<file path="config.mk">
export PLATFORM = sky130hd
export DESIGN_NAME = wb_dbg_master
export DESIGN_NICKNAME = d
export VERILOG_FILES = /design/src/rtl/wb_dbg_master.sv
export SDC_FILE = /design/constraint.sdc
export NUM_CORES = 1
export LEC_CHECK = 0
export ABC_CLOCK_PERIOD_IN_PS = 2500
export CAP_MARGIN = 40
export CELL_PAD_IN_SITES_DETAIL_PLACEMENT = 0
export CELL_PAD_IN_SITES_GLOBAL_PLACEMENT = 1
export CORE_ASPECT_RATIO = 0.75
export CORE_MARGIN = 1
export CORE_UTILIZATION = 42
export DETAILED_ROUTE_END_ITERATION = 10
export PLACE_DENSITY_LB_ADDON = 0.1
export SETUP_SLACK_MARGIN = 0.1
export SLEW_MARGIN = 20
export SYNTH_ARGS = -nofsm -noshare
export SYNTH_HDL_FRONTEND = slang
export SYNTH_SLANG_ARGS = --single-unit
</file>
<file path="constraint.sdc">
create_clock -name clk -period 2.5 [get_ports clk]
set_input_delay 0.5 -clock clk [delete_from_list [all_inputs] [get_ports clk]]
set_output_delay 0.5 -clock clk [all_outputs]
set_load 0.03 [all_outputs]
</file>
<file path="src/rtl/wb_dbg_master.sv">
// rtl/wb_dbg_master.sv - UART byte-stream command decoder driving single 32-bit Wishbone cycles
module wb_dbg_master #(
    parameter int timeout = 1024
) (
    input  logic        clk,
    input  logic        reset_n,
    input  logic [7:0]  rx_dat,
    input  logic        rx_valid,
    output logic        rx_ready,
    output logic [7:0]  tx_dat,
    output logic        tx_valid,
    input  logic        tx_ready,
    output logic [31:0] wb_adr_o,
    output logic [31:0] wb_dat_o,
    input  logic [31:0] wb_dat_i,
    output logic [3:0]  wb_sel_o,
    output logic        wb_we_o,
    output logic        wb_cyc_o,
    output logic        wb_stb_o,
    input  logic        wb_ack_i,
    input  logic        wb_err_i
);
    localparam int TW = $clog2(timeout + 1);

    typedef enum logic [2:0] {S_IDLE, S_ADDR, S_DATA, S_BUS, S_RESP, S_SEND} state_t;

    state_t      r_state, w_next;
    logic [1:0]  r_cnt;
    logic [TW-1:0] r_tmr;
    logic        r_we, r_we_o, r_cyc, r_tx_valid;
    logic [3:0]  r_sel;
    logic [31:0] r_adr, r_wdat;
    logic [23:0] r_rdata;
    logic [7:0]  r_tx_dat;
    logic        w_rx_fire, w_tx_fire, w_last, w_load_resp;
    logic [7:0]  w_resp;

    assign rx_ready  = (r_state == S_IDLE) || (r_state == S_ADDR) || (r_state == S_DATA);
    assign w_rx_fire = rx_valid & rx_ready;
    assign w_tx_fire = r_tx_valid & tx_ready;
    assign w_last    = (r_cnt == 2'd3);

    assign tx_dat   = r_tx_dat;
    assign tx_valid = r_tx_valid;
    assign wb_adr_o = r_adr & 32'hFFFF_FFFC;
    assign wb_dat_o = r_wdat;
    assign wb_sel_o = r_sel;
    assign wb_we_o  = r_we_o;
    assign wb_cyc_o = r_cyc;
    assign wb_stb_o = r_cyc;

    always_ff @(posedge clk or negedge reset_n) begin
        if (!reset_n) r_state <= S_IDLE;
        else          r_state <= w_next;
    end

    always_comb begin
        w_next      = r_state;
        w_load_resp = 1'b0;
        w_resp      = 8'h00;
        case (r_state)
            S_IDLE: if (w_rx_fire) begin
                if (rx_dat == 8'h57 || rx_dat == 8'h52) begin
                    w_next = S_ADDR;
                end else begin
                    w_next      = S_RESP;
                    w_load_resp = 1'b1;
                    w_resp      = 8'h3F;
                end
            end
            S_ADDR: if (w_rx_fire && w_last) w_next = r_we ? S_DATA : S_BUS;
            S_DATA: if (w_rx_fire && w_last) w_next = S_BUS;
            S_BUS: begin
                // err wins over a simultaneous ack
                if (wb_err_i) begin
                    w_next      = S_RESP;
                    w_load_resp = 1'b1;
                    w_resp      = 8'h21;
                end else if (wb_ack_i) begin
                    if (r_we) begin
                        w_next      = S_RESP;
                        w_load_resp = 1'b1;
                        w_resp      = 8'h2E;
                    end else begin
                        w_next = S_SEND;
                    end
                end else if (r_tmr == TW'(timeout - 1)) begin
                    w_next      = S_RESP;
                    w_load_resp = 1'b1;
                    w_resp      = 8'h21;
                end
            end
            S_RESP: if (w_tx_fire) w_next = S_IDLE;
            S_SEND: if (w_tx_fire && w_last) w_next = S_IDLE;
            default: w_next = S_IDLE;
        endcase
    end

    always_ff @(posedge clk or negedge reset_n) begin
        if (!reset_n) begin
            r_cnt      <= 2'd0;
            r_tmr      <= '0;
            r_we       <= 1'b0;
            r_we_o     <= 1'b0;
            r_cyc      <= 1'b0;
            r_sel      <= 4'h0;
            r_tx_valid <= 1'b0;
            r_adr      <= 32'h0;
            r_wdat     <= 32'h0;
            r_rdata    <= 24'h0;
            r_tx_dat   <= 8'h00;
        end else begin
            r_cyc      <= (w_next == S_BUS);
            r_we_o     <= (w_next == S_BUS) && r_we;
            r_sel      <= (w_next == S_BUS) ? 4'hF : 4'h0;
            r_tx_valid <= (w_next == S_RESP) || (w_next == S_SEND);
            r_tmr      <= (r_state == S_BUS) ? r_tmr + 1'b1 : '0;
            if (w_rx_fire && r_state == S_IDLE) r_we <= (rx_dat == 8'h57);
            // one 2-bit counter serves address, data and read-byte phases; it wraps to 0 at each phase end
            if ((w_rx_fire && (r_state == S_ADDR || r_state == S_DATA)) ||
                (w_tx_fire && r_state == S_SEND))
                r_cnt <= r_cnt + 1'b1;
            if (w_rx_fire && r_state == S_ADDR) r_adr  <= {r_adr[23:0], rx_dat};
            if (w_rx_fire && r_state == S_DATA) r_wdat <= {r_wdat[23:0], rx_dat};
            if (w_load_resp) begin
                r_tx_dat <= w_resp;
            end else if (r_state == S_BUS && w_next == S_SEND) begin
                r_tx_dat <= wb_dat_i[31:24];
                r_rdata  <= wb_dat_i[23:0];
            end else if (w_tx_fire && r_state == S_SEND) begin
                r_tx_dat <= r_rdata[23:16];
                r_rdata  <= {r_rdata[15:0], 8'h00};
            end else if (w_tx_fire) begin
                r_tx_dat <= 8'h00;
            end
        end
    end
endmodule

</file>
==> flow_summary.rst <==
.. list-table::
   :header-rows: 1

   * - Metric
     - Value
   * - Count of state elements after synthesis
     - 116
   * - Setup Viol. Count Final
     - 0
   * - Post-synthesis instance area
     - 5200 um^2
   * - Placed Area
     - 6420 um^2
   * - Max Root-Sink Buffers
     - 2
   * - Maximum number of pins on one net before global-route repair
     - 50
   * - Leakage
     - 3.09 nW
   * - CTS tree
     - yes
   * - Area of the core
     - 11800 um^2
   * - Top-level port count
     - 127
   * - Number of cells in the design after placement
     - 657
   * - Number of fillers in the final layout
     - 1002
   * - Number of resized instances in the post-cts repair step
     - 0
   * - Main area contributors after synthesis
     - sky130_fd_sc_hd__dfrtp_1 (56%), sky130_fd_sc_hd__mux2_2 (14%), sky130_fd_sc_hd__buf_4 (5.5%)
   * - Initial Util
     - 0.439
   * - DRC violations left
     - 0
   * - Number of standard cells in the layout, taps in and fillers out
     - 689
   * - Source-to-sink clock delay at the later pin of the worst-skew pair
     - 410 ps
   * - Synthesis warning total
     - 0
   * - Clock Root Buffer
     - sky130_fd_sc_hd__clkbuf_16
   * - Critical path start-end classification
     - reg -> out
   * - Global-route wire length before repair
     - 18.1 mm
   * - Routed Wire Length
     - 11.2 mm
   * - Distinct cell type count after synthesis
     - 48
   * - Worst-path maximum fanout
     - 10
   * - Worst hold slack
     - 115 ps
   * - Hpwl dp
     - 7.65 mm
   * - Reg2reg start
     - r_state[2]
   * - Total number of vias
     - 3492
   * - Capturing element type of the critical path
     - output pin
   * - Global route overflow
     - 0
   * - Layout Cell Area excl Fill
     - 7000 um^2
   * - Clock-pin slew reported for the worst setup and hold paths after clock tree synthesis
     - 50 ps
   * - Final core area utilization
     - 0.592
   * - Kind of launch point of the worst setup path
     - register
   * - Part of the cycle the worst path needs
     - 0.918
   * - Antenna Cells
     - 0
   * - Hold buffers post-CTS
     - 0
   * - Aggregate global-route resource usage
     - 0.190
   * - Layout net count
     - 562
   * - Worst slack after detailed placement
     - 165 ps
   * - Pre-Repair DR Iteration Count
     - 4
   * - Proportion of synthesized chip area in sequential cells
     - 0.559
   * - Die boundary width
     - 130 um
   * - Die Ht
     - 98.3 um
   * - Worst reg2reg path depth
     - 5
   * - Number of global-route vias before repair
     - 3418
   * - Overall power after layout
     - 6.23 mW
   * - Minimum setup slack among reg-to-reg paths
     - 600 ps
   * - Number of antenna violations at the first check in global routing
     - 0
   * - Setup TNS
     - 0 ps
   * - Number of flops mapped to enable cells by yosys
     - 0
   * - Buffers added on ports
     - 124
   * - Top FF cell, synth
     - sky130_fd_sc_hd__dfrtp_1
   * - Slew Limit Fails
     - 0
   * - Post-layout min period
     - 2290 ps
   * - Crit path required time
     - 2000 ps
   * - Count of nets left with antenna violations after detail routing
     - 0
   * - Post-DR wirelength/cell
     - 16.2 um
   * - Vias per cell
     - 5.07
   * - Mean instance size in the synthesized netlist
     - 12.5 um^2
   * - Pwr Density
     - 890 nW/um^2
   * - Run status
     - completed
   * - Worst slew margin relative to its limit
     - 0.554
   * - Cell taking the most area after synthesis
     - sky130_fd_sc_hd__dfrtp_1
   * - Peak supply drop
     - 0.533 mV
   * - Critical path data arrival time
     - 1790 ps
   * - Worst hold path type
     - in -> async
   * - Last weighted congestion value of the routability-driven placer
     - 0.748
   * - CTS sink count
     - 116
   * - Endpoint of the lowest-slack register-to-register path
     - r_rdata[10]
   * - Std-Cell Rows
     - 34
   * - Slack of the critical path
     - 205 ps
   * - Area growth syn-to-layout
     - 34.7%
   * - Max Freq
     - 0.436 GHz
   * - Number of buffers created by CTS
     - 17
   * - FFs w/ async S/R, synth
     - 1.00
   * - Drt initial violations
     - 153
   * - Unrepaired setup endpoints after global routing
     - false
   * - Portion of synthesized cell area occupied by the leading cell type
     - 0.559
   * - Endpoints failing hold
     - 0
   * - H-tree depth
     - 4
   * - Cells after Synth
     - 417
   * - Share of final-layout standard cells stronger than drive strength 1
     - 0.224
   * - Transition time at the pin with the least slew margin
     - 669 ps
   * - Final clock skew
     - 5.90 ps
   * - Max Cap Violations
     - 0
   * - Total setup buffers inserted after CTS
     - 0
   * - Area enclosed by the die boundary
     - 12800 um^2
==> metal layers <==
layer	GRT usage	vias to the layer above	wire, um
li1	-	1643	-
met5	0	-	0
met1	0.270	1736	5550
met3	0.0614	12	609
met4	0.0796	0	107
met2	0.265	101	4900
==> area by class of cell <==
type	instances	area, um^2	share of cell area
Multi-Input combinational cell	239	1920	0.274
Timing Repair Buffer	136	1380	0.197
Inverter	4	15.0	0.00214
Clock inverter	15	160	0.0229
Clock buffer	17	425	0.0608
Sequential cell	116	2900	0.415
Tap cell	162	203	0.0289
==> sequential cells by signal, indices dropped and copies added, names as in the netlist, 2 cells and up <==
name,flops
r_adr,32
wb_dat_o,32
r_rdata,24
r_tmr,11
tx_dat,8
r_state,3
r_cnt,2
==> synth_stat cells, drive strengths merged (2+ instances only) <==
master	n
buf	52
nor2	16
and3	3
nor3b	3
a221o	2
xnor2	3
a22o	8
a31oi	3
a21oi	12
nand3b	2
nand2	24
dfrtp	116
nand3	4
a221oi	3
nand4	7
or3	4
xor2	6
mux2	65
nor2b	2
nand4b	4
or4b	2
o21ai	20
a22oi	2
a21o	2
a211oi	2
or2	3
ha	2
inv	4
mux2i	19
nor3	2
nand2b	2
clkbuf	7
and2	3
==> worst max-delay path, cell delays in order, from the launching register on <==
cell	delay (ps)
sky130_fd_sc_hd__dfrtp_1	490
sky130_fd_sc_hd__a21oi_1	200
sky130_fd_sc_hd__clkdlybuf4s50_1	690
==> cells in the final DEF, fill, tap and decap left out, types with 3 or more instances in the layout <==
| master | netlist | final |
|---|---|---|
| sky130_fd_sc_hd__a21oi_1 | 12 | 12 |
| sky130_fd_sc_hd__nor3b_1 | 3 | 3 |
| sky130_fd_sc_hd__dfrtp_1 | 116 | 116 |
| sky130_fd_sc_hd__clkinv_2 | 0 | 3 |
| sky130_fd_sc_hd__and2_1 | 3 | 3 |
| sky130_fd_sc_hd__clkinv_4 | 0 | 7 |
| sky130_fd_sc_hd__xor2_1 | 6 | 6 |
| sky130_fd_sc_hd__a221oi_1 | 3 | 3 |
| sky130_fd_sc_hd__and3_1 | 3 | 3 |
| sky130_fd_sc_hd__buf_4 | 38 | 9 |
| sky130_fd_sc_hd__mux2i_1 | 19 | 19 |
| sky130_fd_sc_hd__nand4b_1 | 4 | 4 |
| sky130_fd_sc_hd__inv_1 | 4 | 4 |
| sky130_fd_sc_hd__o21ai_1 | 16 | 16 |
| sky130_fd_sc_hd__clkbuf_16 | 0 | 17 |
| sky130_fd_sc_hd__nand4_1 | 7 | 7 |
| sky130_fd_sc_hd__o21ai_0 | 4 | 4 |
| sky130_fd_sc_hd__a22o_1 | 8 | 8 |
| sky130_fd_sc_hd__nor2_1 | 15 | 15 |
| sky130_fd_sc_hd__nand2_1 | 24 | 24 |
| sky130_fd_sc_hd__or3_1 | 4 | 4 |
| sky130_fd_sc_hd__nand3_1 | 4 | 4 |
| sky130_fd_sc_hd__xnor2_1 | 3 | 3 |
| sky130_fd_sc_hd__mux2_2 | 64 | 64 |
| sky130_fd_sc_hd__buf_12 | 0 | 4 |
| sky130_fd_sc_hd__or2_2 | 3 | 3 |
| sky130_fd_sc_hd__clkdlybuf4s50_1 | 0 | 123 |
==> worst max-delay path by stage <==
stage | start | to | slack (ps)
floorplan | rx_valid | wb_dat_o[2] | 840
global placement | rx_valid | tx_dat[6] | 230
detailed placement | rx_valid | tx_dat[6] | 160
CTS | r_state[0] | rx_ready | 180
global route | r_state[0] | rx_ready | 120
finish | r_state[0] | rx_ready | 210
==> kinds of logic (layout without fill, tap and decap cells) <==
group | count (synthesis) | after routing | synth area share
buffers and inverters | 63 | 172 | 0.0761
adder cells (fa/ha/maj) | 2 | 2 | 0.00482
AO/OA/AOI/OAI | 56 | 56 | 0.0720
multiplexers | 84 | 84 | 0.177
flip-flops | 116 | 116 | 0.559
XOR/XNOR | 9 | 9 | 0.0152
other | 1 | 2 | 0.000722
AND/OR/NAND/NOR | 86 | 86 | 0.0951
==> power by group <==
group          internal [mW]  total, mW  leakage (nW)  switching (mW)
logic                  0.673       1.39          1.23           0.718
clock network           1.47       2.36         0.283           0.894
registers               2.22       2.48          1.58           0.261
total                   4.36       6.23          3.09            1.87
Power figures use the tool's default switching activity.
